[config.mk]
export PLATFORM = sky130hd
export DESIGN_NAME = sap_memory_unit
export DESIGN_NICKNAME = d
export VERILOG_FILES = /design/src/rtl/sap_pkg.sv /design/src/rtl/sap_ram16x8.sv /design/src/rtl/sap_memory_unit.sv
export SDC_FILE = /design/constraint.sdc
export NUM_CORES = 1
export LEC_CHECK = 0
export BUFFER_PORTS_ARGS = -buffer_cell sky130_fd_sc_hd__buf_2
export CAP_MARGIN = 15
export CORE_ASPECT_RATIO = 1.4
export CORE_UTILIZATION = 57
export CTS_BUF_LIST = sky130_fd_sc_hd__clkbuf_4
export CTS_CLUSTER_SIZE = 14
export DETAILED_ROUTE_END_ITERATION = 16
export PLACE_DENSITY = 0.78
export REMOVE_ABC_BUFFERS = 1
export SYNTH_ARGS = -nofsm -noshare
export SYNTH_HDL_FRONTEND = slang
export SYNTH_SLANG_ARGS = --single-unit
[constraint.sdc]
create_clock -name clk -period 2.36 [get_ports clk]
set_clock_uncertainty 0.1 [all_clocks]
set_input_delay 0.708 -clock clk [delete_from_list [all_inputs] [get_ports clk]]
set_output_delay 0.708 -clock clk [all_outputs]
set_load 0.05 [all_outputs]
[src/rtl/sap_pkg.sv]
// Shared definitions for the SAP memory slice.
//   SAP_ADDR_W / SAP_DATA_W : default MAR/RAM address width and bus/word width
//   prog_state_t            : program-load FSM states (IDLE, LOAD, DONE)
//   sap_last_addr()         : highest RAM address for a given address width
package sap_pkg;

  localparam int SAP_ADDR_W = 4;
  localparam int SAP_DATA_W = 8;

  typedef enum logic [1:0] {
    IDLE = 2'd0,
    LOAD = 2'd1,
    DONE = 2'd2
  } prog_state_t;

  function automatic int sap_last_addr(input int addr_w);
    return (1 << addr_w) - 1;
  endfunction

endpackage

[src/rtl/sap_ram16x8.sv]
// Flop-based RAM for the SAP memory unit.
//   clk, rst_n : clock; asynchronous active-low clear of every word
//   we         : synchronous write enable
//   waddr      : write address
//   wdata      : write data
//   raddr      : combinational read address
//   rdata      : read data (reflects contents before a same-cycle write)
module sap_ram16x8 #(
  parameter int ADDR_W = 4,
  parameter int DATA_W = 8
) (
  input  logic              clk,
  input  logic              rst_n,
  input  logic              we,
  input  logic [ADDR_W-1:0] waddr,
  input  logic [DATA_W-1:0] wdata,
  input  logic [ADDR_W-1:0] raddr,
  output logic [DATA_W-1:0] rdata
);

  localparam int DEPTH = 1 << ADDR_W;

  logic [DATA_W-1:0] mem [DEPTH];

  // Reset clears the whole array so an aborted program load leaves no stale bytes.
  always_ff @(posedge clk or negedge rst_n) begin
    if (!rst_n) begin
      for (int i = 0; i < DEPTH; i++) begin
        mem[i] <= '0;
      end
    end else if (we) begin
      mem[waddr] <= wdata;
    end
  end

  assign rdata = mem[raddr];

endmodule

[src/rtl/sap_memory_unit.sv]
// SAP memory unit: MAR + 16x8 RAM on the CPU bus, plus the byte-wide
// program-load port that fills RAM before the CPU runs.
//   clk, rst_n  : system clock; asynchronous active-low reset
//   bus_in      : bus value (address in low ADDR_W bits, or write data)
//   bus_out     : RAM read data toward the bus (zero when not driving)
//   bus_oe      : bus_out is driving this cycle
//   lm, ce, we  : run-mode controls: load MAR, drive mem[MAR], write mem[MAR]
//   prog_mode   : 1 = program-load mode, run controls ignored
//   prog_valid  : load-port byte offered
//   prog_data   : load-port byte
//   prog_ready  : load port can accept a byte
//   prog_done   : every RAM word has been loaded
//   mar_out     : current MAR value
module sap_memory_unit
  import sap_pkg::*;
#(
  parameter int ADDR_W = SAP_ADDR_W,
  parameter int DATA_W = SAP_DATA_W
) (
  input  logic              clk,
  input  logic              rst_n,
  input  logic [DATA_W-1:0] bus_in,
  output logic [DATA_W-1:0] bus_out,
  output logic              bus_oe,
  input  logic              lm,
  input  logic              ce,
  input  logic              we,
  input  logic              prog_mode,
  input  logic              prog_valid,
  input  logic [DATA_W-1:0] prog_data,
  output logic              prog_ready,
  output logic              prog_done,
  output logic [ADDR_W-1:0] mar_out
);

  localparam logic [ADDR_W-1:0] LAST_ADDR = ADDR_W'(sap_last_addr(ADDR_W));

  prog_state_t       state_q;
  prog_state_t       state_d;
  logic [ADDR_W-1:0] mar_q;
  logic [ADDR_W-1:0] wr_ptr_q;

  logic              run_en;
  logic              load_accept;

  logic              ram_we;
  logic [ADDR_W-1:0] ram_waddr;
  logic [DATA_W-1:0] ram_wdata;
  logic [DATA_W-1:0] ram_rdata;

  // Run controls only act with the load FSM parked in IDLE, so the cycle
  // that leaves DONE/LOAD after prog_mode drops is still guarded.
  assign run_en      = !prog_mode && (state_q == IDLE);
  assign load_accept = prog_ready && prog_valid;

  // Program-load FSM: state register
  always_ff @(posedge clk or negedge rst_n) begin
    if (!rst_n) begin
      state_q <= IDLE;
    end else begin
      state_q <= state_d;
    end
  end

  // Program-load FSM: next state
  always_comb begin
    state_d = state_q;
    case (state_q)
      IDLE: begin
        if (prog_mode) state_d = LOAD;
      end
      LOAD: begin
        if (!prog_mode) begin
          state_d = IDLE;
        end else if (load_accept && (wr_ptr_q == LAST_ADDR)) begin
          state_d = DONE;
        end
      end
      DONE: begin
        if (!prog_mode) state_d = IDLE;
      end
      default: state_d = IDLE;
    endcase
  end

  // Program-load FSM: outputs. prog_done comes straight from the registered
  // state, so it rises the cycle after the last byte is accepted.
  always_comb begin
    prog_ready = 1'b0;
    prog_done  = 1'b0;
    case (state_q)
      LOAD:    prog_ready = prog_mode;
      DONE:    prog_done  = 1'b1;
      default: ;
    endcase
  end

  // Load pointer: cleared whenever program mode is off; after the last word
  // it wraps to 0 but the FSM is in DONE so no further writes happen.
  always_ff @(posedge clk or negedge rst_n) begin
    if (!rst_n) begin
      wr_ptr_q <= '0;
    end else if (!prog_mode) begin
      wr_ptr_q <= '0;
    end else if (load_accept) begin
      wr_ptr_q <= wr_ptr_q + 1'b1;
    end
  end

  // MAR: a same-cycle we still sees the old MAR through the write-port mux.
  always_ff @(posedge clk or negedge rst_n) begin
    if (!rst_n) begin
      mar_q <= '0;
    end else if (run_en && lm) begin
      mar_q <= bus_in[ADDR_W-1:0];
    end
  end

  // Write-port mux: load path and run path are mutually exclusive because
  // load_accept needs prog_mode=1 and run_en needs prog_mode=0.
  always_comb begin
    ram_we    = 1'b0;
    ram_waddr = mar_q;
    ram_wdata = bus_in;
    if (load_accept) begin
      ram_we    = 1'b1;
      ram_waddr = wr_ptr_q;
      ram_wdata = prog_data;
    end else if (run_en && we) begin
      ram_we    = 1'b1;
    end
  end

  sap_ram16x8 #(
    .ADDR_W (ADDR_W),
    .DATA_W (DATA_W)
  ) u_ram (
    .clk   (clk),
    .rst_n (rst_n),
    .we    (ram_we),
    .waddr (ram_waddr),
    .wdata (ram_wdata),
    .raddr (mar_q),
    .rdata (ram_rdata)
  );

  // The bus driver is released as soon as reset asserts, without waiting on a clock.
  assign bus_oe  = rst_n && run_en && ce;
  assign bus_out = bus_oe ? ram_rdata : '0;
  assign mar_out = mar_q;

endmodule

==> results.cfg, run 1 <==
[status]
status = complete, but fails checks
violations = setup timing

[global_route]
grt_pass1_vias = 4770
grt_usage_pct = 28.5
antenna_found_initial = 1
grt_pass1_wl_mm = 25.2
gr-total-overflow = 0
grt_max_degree = 57

[detailed_routing]
wl_per_cell_um = 21.8
drt-total-wl_mm = 15.7
dr.pass1.iters = 4
top_layer = met4
wl_met2_mm = 8.24
vias = 4414
met3RoutedLength_um = 678
drc = 0
detail-route-antenna-nets = 0
drt-met1-wl_mm = 6.39
viasPerCell = 6.12
drt_iter0_drc = 228

[sta]
min_period_ps = 3110
max_freq_mhz = 321
worst_slew_pin_slew_ps = 694
setup_viol = 8
drv_slew = 0
fin_tns_setup_ps = -5840
fin_hold_ws_ps = 139
period_share_pct = 132
hold_violations = 0
setup_ws_ps = -755
rsz0062_at_grt = yes
relSlewSlack_pct = 53.7

[synthesis]
synthCells = 464
ys_seq_area_share_pct = 51.3
ys_types = 40
ys_ff_latch = 138
ys_async_sr_fraction_pct = 100
synth_edf_count = 0
avgSynthCellArea_um2 = 14.5
yosys_warnings = 0
ys.flop_type = dfrtp_1
netlist_area_um2 = 6740

[die]
core_area_um2 = 11400
die_x_um = 93.9
num_rows = 46
die_h_um = 131
dieArea_um2 = 12300
initial_utilization_pct = 59.1
io_pins = 38

[clocking]
numCtsBuffers = 17
h-tree-depth = 4
cts_root_buf = clkbuf_4
clk-insertion-delay-late_ps = 530
cts.sinks = 138
clk_pin_slew_worst_paths_ps = 110
clk_path_buf_depth = 2
tritoncts = done
cts_hold_buffers = 0

[critical_path]
required_ps = 1550
path_class = register to output pin
critPathLaunchType = register
critPathMaxFanout = 10
worstSetupEndpointType = output pin
cp.arrival_ps = 2310

[power_and_ir_drop]
powerDensity_nw_per_um2 = 744
combPwrFrac_pct = 27.5
p_seq_share_pct = 48.6
finalPower_mw = 6.17
swShare_pct = 29.1
p_sw_mw = 1.79
internal-power_mw = 4.37
max-vdd-ir-drop_uv = 449
leakagePower_nw = 3.82
clkPwrFrac_pct = 23.9

[final_layout]
synthToLayoutAreaGrowth_pct = 23.1
fill_cells = 744
seq_area_um2 = 3450
design_area_um2 = 8290
num-nets-final = 587
drive_gt1_share_pct = 59.4
multi_input_area_um2 = 3240

[flow_run]
cap_viol_max_count = 0

[placement]
dp_hpwl_mm = 10.5
gp_congestion = 0.846
dpl_worst_slack_ps = -568
post_dp_cell_area_um2 = 7750
port_buffers = 37

[worst_hold_path]
hold_path.class = input pin to async pin
## power groups by stage
stage | clock network, mW | registers (mW) | logic (mW)
2_1_floorplan | 0 | 3.10 | 0.876
3_3_place_gp | 0 | 2.99 | 1.49
3_5_place_dp | 0 | 3.04 | 1.53
4_1_cts | 1.51 | 2.99 | 1.68
5_1_grt | 1.60 | 3.05 | 1.81
6_report | 1.47 | 3.00 | 1.70
## layer usage
layer	up-vias	track usage, %
met4	0	11.0
met2	130	48.9
met1	2305	35.0
met3	34	6.71
met5	-	0
li1	1945	-
## cells in the mapped netlist (all sizes together), types with 2 or more instances
master    n  area, um^2
mux2    132        1490
o32ai     2        55.1
mux2i    19         194
and3      2        12.5
o22ai     8        50.1
o22a      2        17.5
nor2b     9        56.3
nand2    38         150
clkbuf   15        56.3
mux4     32         721
and2      2        12.5
a21oi    10        76.3
buf      15        85.1
nor2      7        26.3
dfrtp   138        3450
a22oi     4        58.8
nand4    10        62.6
nand3     6        35.0
## logic make-up after synthesis
| kind of cell | after synthesis | synth area share, % |
|---|---|---|
| AND/OR/NAND/NOR | 80 | 6.28 |
| multiplexers | 183 | 35.6 |
| XOR/XNOR | 2 | 0.260 |
| AO/OA/AOI/OAI | 29 | 4.22 |
| buffers and inverters | 31 | 2.15 |
| adder cells (fa/ha/maj) | 1 | 0.186 |
| flip-flops | 138 | 51.3 |
## metrics by stage
step | cells | util [%]
global placement | 684 | 68.0
floorplan | 434 | -
finish | 721 | 72.8
global route | 721 | 72.8
detailed placement | 684 | 68.0
CTS | 720 | 72.2
## path summary, 6_finish.rpt
path,startpoint,end,slack [ps],cells past startpoint
min,rst_n,u_ram.mem[38]$_DFFE_PN0P_,140,2
min reg2reg,u_ram.mem[16]$_DFFE_PN0P_,u_ram.mem[16]$_DFFE_PN0P_,420,1
max in group asynchronous,rst_n,u_ram.mem[63]$_DFFE_PN0P_,910,3
max reg2reg,state_q[0]$_DFFE_PN0P_,u_ram.mem[72]$_DFFE_PN0P_,90,7
max,mar_out[1]$_DFFE_PN0P_,bus_out[6],-750,6
min in group clk,prog_valid,state_q[0]$_DFFE_PN0P_,320,2
## worst max-delay path, cell delays in order (launching register included)
cell and delay (ps):
dfrtp_2 410, buf_12 140, buf_6 170, mux4_2 540, mux2i_2 190, o22ai_1 100, buf_4 210
## registers in the layout, summed over array words and instances, names as in the netlist
name / cells
wr_ptr_q: 4
u_ram.mem: 128
mar_out: 4
state_q: 2
## layout make-up
cell class,count,share of cell area [%]
Sequential cell,138,41.7
Antenna cell,1,0.0302
Inverter,1,0.0453
Clock buffer,19,1.72
Clock inverter,13,1.55
Multi-Input combinational cell,295,39.1
Tap cell,144,2.17
Timing Repair Buffer,110,13.7
## timing repair
| item | CTS | global route |
|---|---|---|
| pin swaps | 1 | 3 |
| setup endpoints to repair | 12 | 13 |
| resized for setup | 36 | 12 |
| setup buffers | 2 | 0 |
| cloned | 2 | 0 |
## placed cells by master (no fill, tap or decap), types with 8 or more instances in the layout
cell | synthesis | final
nor2b_1 | 9 | 8
buf_4 | 3 | 50
buf_12 | 0 | 23
dfrtp_1 | 138 | 137
nand4_1 | 10 | 10
nand2_1 | 35 | 35
mux2i_1 | 18 | 10
buf_6 | 1 | 9
clkbuf_4 | 0 | 21
mux4_2 | 32 | 32
mux2_2 | 132 | 132
buf_2 | 8 | 23
Note: power is estimated with default switching activity, not from simulation.
==> run 2, diff against run 1 <==
--- a/config.mk
+++ b/config.mk
@@ -12,6 +12,7 @@
 export CTS_BUF_LIST = sky130_fd_sc_hd__clkbuf_4
 export CTS_CLUSTER_SIZE = 14
 export DETAILED_ROUTE_END_ITERATION = 16
+export GPL_TIMING_DRIVEN = 0
 export PLACE_DENSITY = 0.78
 export REMOVE_ABC_BUFFERS = 1
 export SYNTH_ARGS = -nofsm -noshare
==> results.cfg, run 2 (synthesis results as in run 1) <==
[status]
status = complete, but fails checks
violations = hold timing, setup timing

[clocking]
cts_root_buf = clkbuf_4
clk_pin_slew_worst_paths_ps = 130
clk_path_buf_depth = 2
tritoncts = done
clk-insertion-delay-late_ps = 540
h-tree-depth = 4
cts.sinks = 138
numCtsBuffers = 17

[flow_run]
cap_viol_max_count = 0

[sta]
min_period_ps = 3160
rsz0062_at_grt = yes
worst_slew_pin_slew_ps = 616
hold_violations = 61
period_share_pct = 134
fin_hold_ws_ps = -69.5
drv_slew = 0
setup_ws_ps = -795
max_freq_mhz = 317
relSlewSlack_pct = 58.9
setup_viol = 14

[placement]
post_dp_cell_area_um2 = 7070
dp_cells = 619
port_buffers = 37
gp_congestion = 0.788
dp_hpwl_mm = 9.35

[final_layout]
mostFrequentLayoutCell = dfrtp_1
utilization_pct = 71.1
synthToLayoutAreaGrowth_pct = 20.2
design_area_um2 = 8100
final_cells = 688
fill_cells = 733
largest_register_ffs = 128
drive_gt1_share_pct = 58.7
final_cell_mix = dfrtp_1, mux2_2, nand2_1, mux4_2, buf_4
regMostFlops = u_ram.mem
num-nets-final = 554

[detailed_routing]
drc = 0
viasPerCell = 6.34
drt-total-wl_mm = 16.1
wl_per_cell_um = 23.4
vias = 4364
dr.pass1.iters = 5
drt_iter0_drc = 250
detail-route-antenna-nets = 0

[die]
die_x_um = 93.9
num_rows = 46
die_h_um = 131
core_area_um2 = 11400
dieArea_um2 = 12300
initial_utilization_pct = 59.1
io_pins = 38

[global_route]
grt_pass1_wl_mm = 24.6
grt_pass1_vias = 4617
gr-total-overflow = 0
grt_usage_pct = 27.8
antenna_found_initial = 1
grt_max_degree = 78

[power_and_ir_drop]
max-vdd-ir-drop_uv = 668
powerDensity_nw_per_um2 = 754
leakagePower_nw = 3.64
finalPower_mw = 6.11

[critical_path]
worstSetupEndpointType = output pin
path_class = register to output pin
required_ps = 1550
cp.arrival_ps = 2350
critPathLaunchType = register
critPathMaxFanout = 12

[worst_hold_path]
hold_path.class = input pin to async pin
[run 2: cell types whose count changed in the layout (fill, tap and decap cells not counted), moves of 3 or more]
cell / change
a21oi_2: -5
a21oi_4: +7
buf_12: -6
buf_4: -23
buf_6: -4
clkinv_2: -3
dfrtp_1: -4
dfrtp_4: +3
inv_6: +3
mux2i_4: +3
o22ai_1: +3
[run 2: area by class of cell]
type                       count  area [um^2]  share of cell area [%]
multi-input combinational    295         3350                    41.3
inverter                       1         3.75                  0.0463
sequential                   138         3470                    42.8
tap                          144          180                    2.22
clock buffer                  18          135                    1.67
clock inverter                14          146                    1.81
antenna                        1         2.50                  0.0309
timing repair buffer          77          820                    10.1
[run 2: path summary, 6_finish.rpt]
kind	start	endpoint	slack, ps	cells after the start
worst max register to register	state_q[1]$_DFFE_PN0P_	u_ram.mem[4]$_DFFE_PN0P_	-30	7
worst max-delay path	mar_out[1]$_DFFE_PN0P_	bus_out[6]	-800	5
max in group asynchronous	rst_n	mar_out[2]$_DFFE_PN0P_	1510	2
worst min register to register	u_ram.mem[18]$_DFFE_PN0P_	u_ram.mem[18]$_DFFE_PN0P_	410	1
min in group clk	bus_in[1]	mar_out[1]$_DFFE_PN0P_	310	2
worst min-delay path	rst_n	u_ram.mem[3]$_DFFE_PN0P_	-70	1
[run 2: critical path, stage by stage (launching register included)]
cell and delay, ps:
dfrtp_4 490, buf_12 180, mux4_2 550, mux2i_4 220, o22ai_1 130, buf_4 230
[run 2: metrics by stage]
step	setup slack [ps]	setup TNS [ps]	hold slack, ps
finish	-795	-6110	-69.5
CTS	-793	-6250	-81.1
global placement	-2590	-328230	381
detailed placement	-848	-103810	391
floorplan	-1550	-93470	312
global route	-896	-7070	-62.9
[run 2: routing by layer]
layer	up-vias	track usage (%)	wire, um
li1	1877	-	-
met1	2265	33.1	6240
met2	176	48.1	8470
met3	46	5.84	852
met4	0	13.4	542
met5	-	0	0
[run 2: what timing repair did]
item | 4_1_cts | 5_1_grt
endpoints found under the setup margin | 142 | 123
resized for setup | 54 | 18
pin swaps | 10 | 7
hold endpoints to repair | 61 | 61
cloned | 1 | 0
buffers inserted | 21 | 16
[run 2: report_power, final]
| part | switching [mW] | internal, mW |
|---|---|---|
| clock network | 0.882 | 0.642 |
| registers | 0.251 | 2.78 |
| logic | 0.697 | 0.857 |
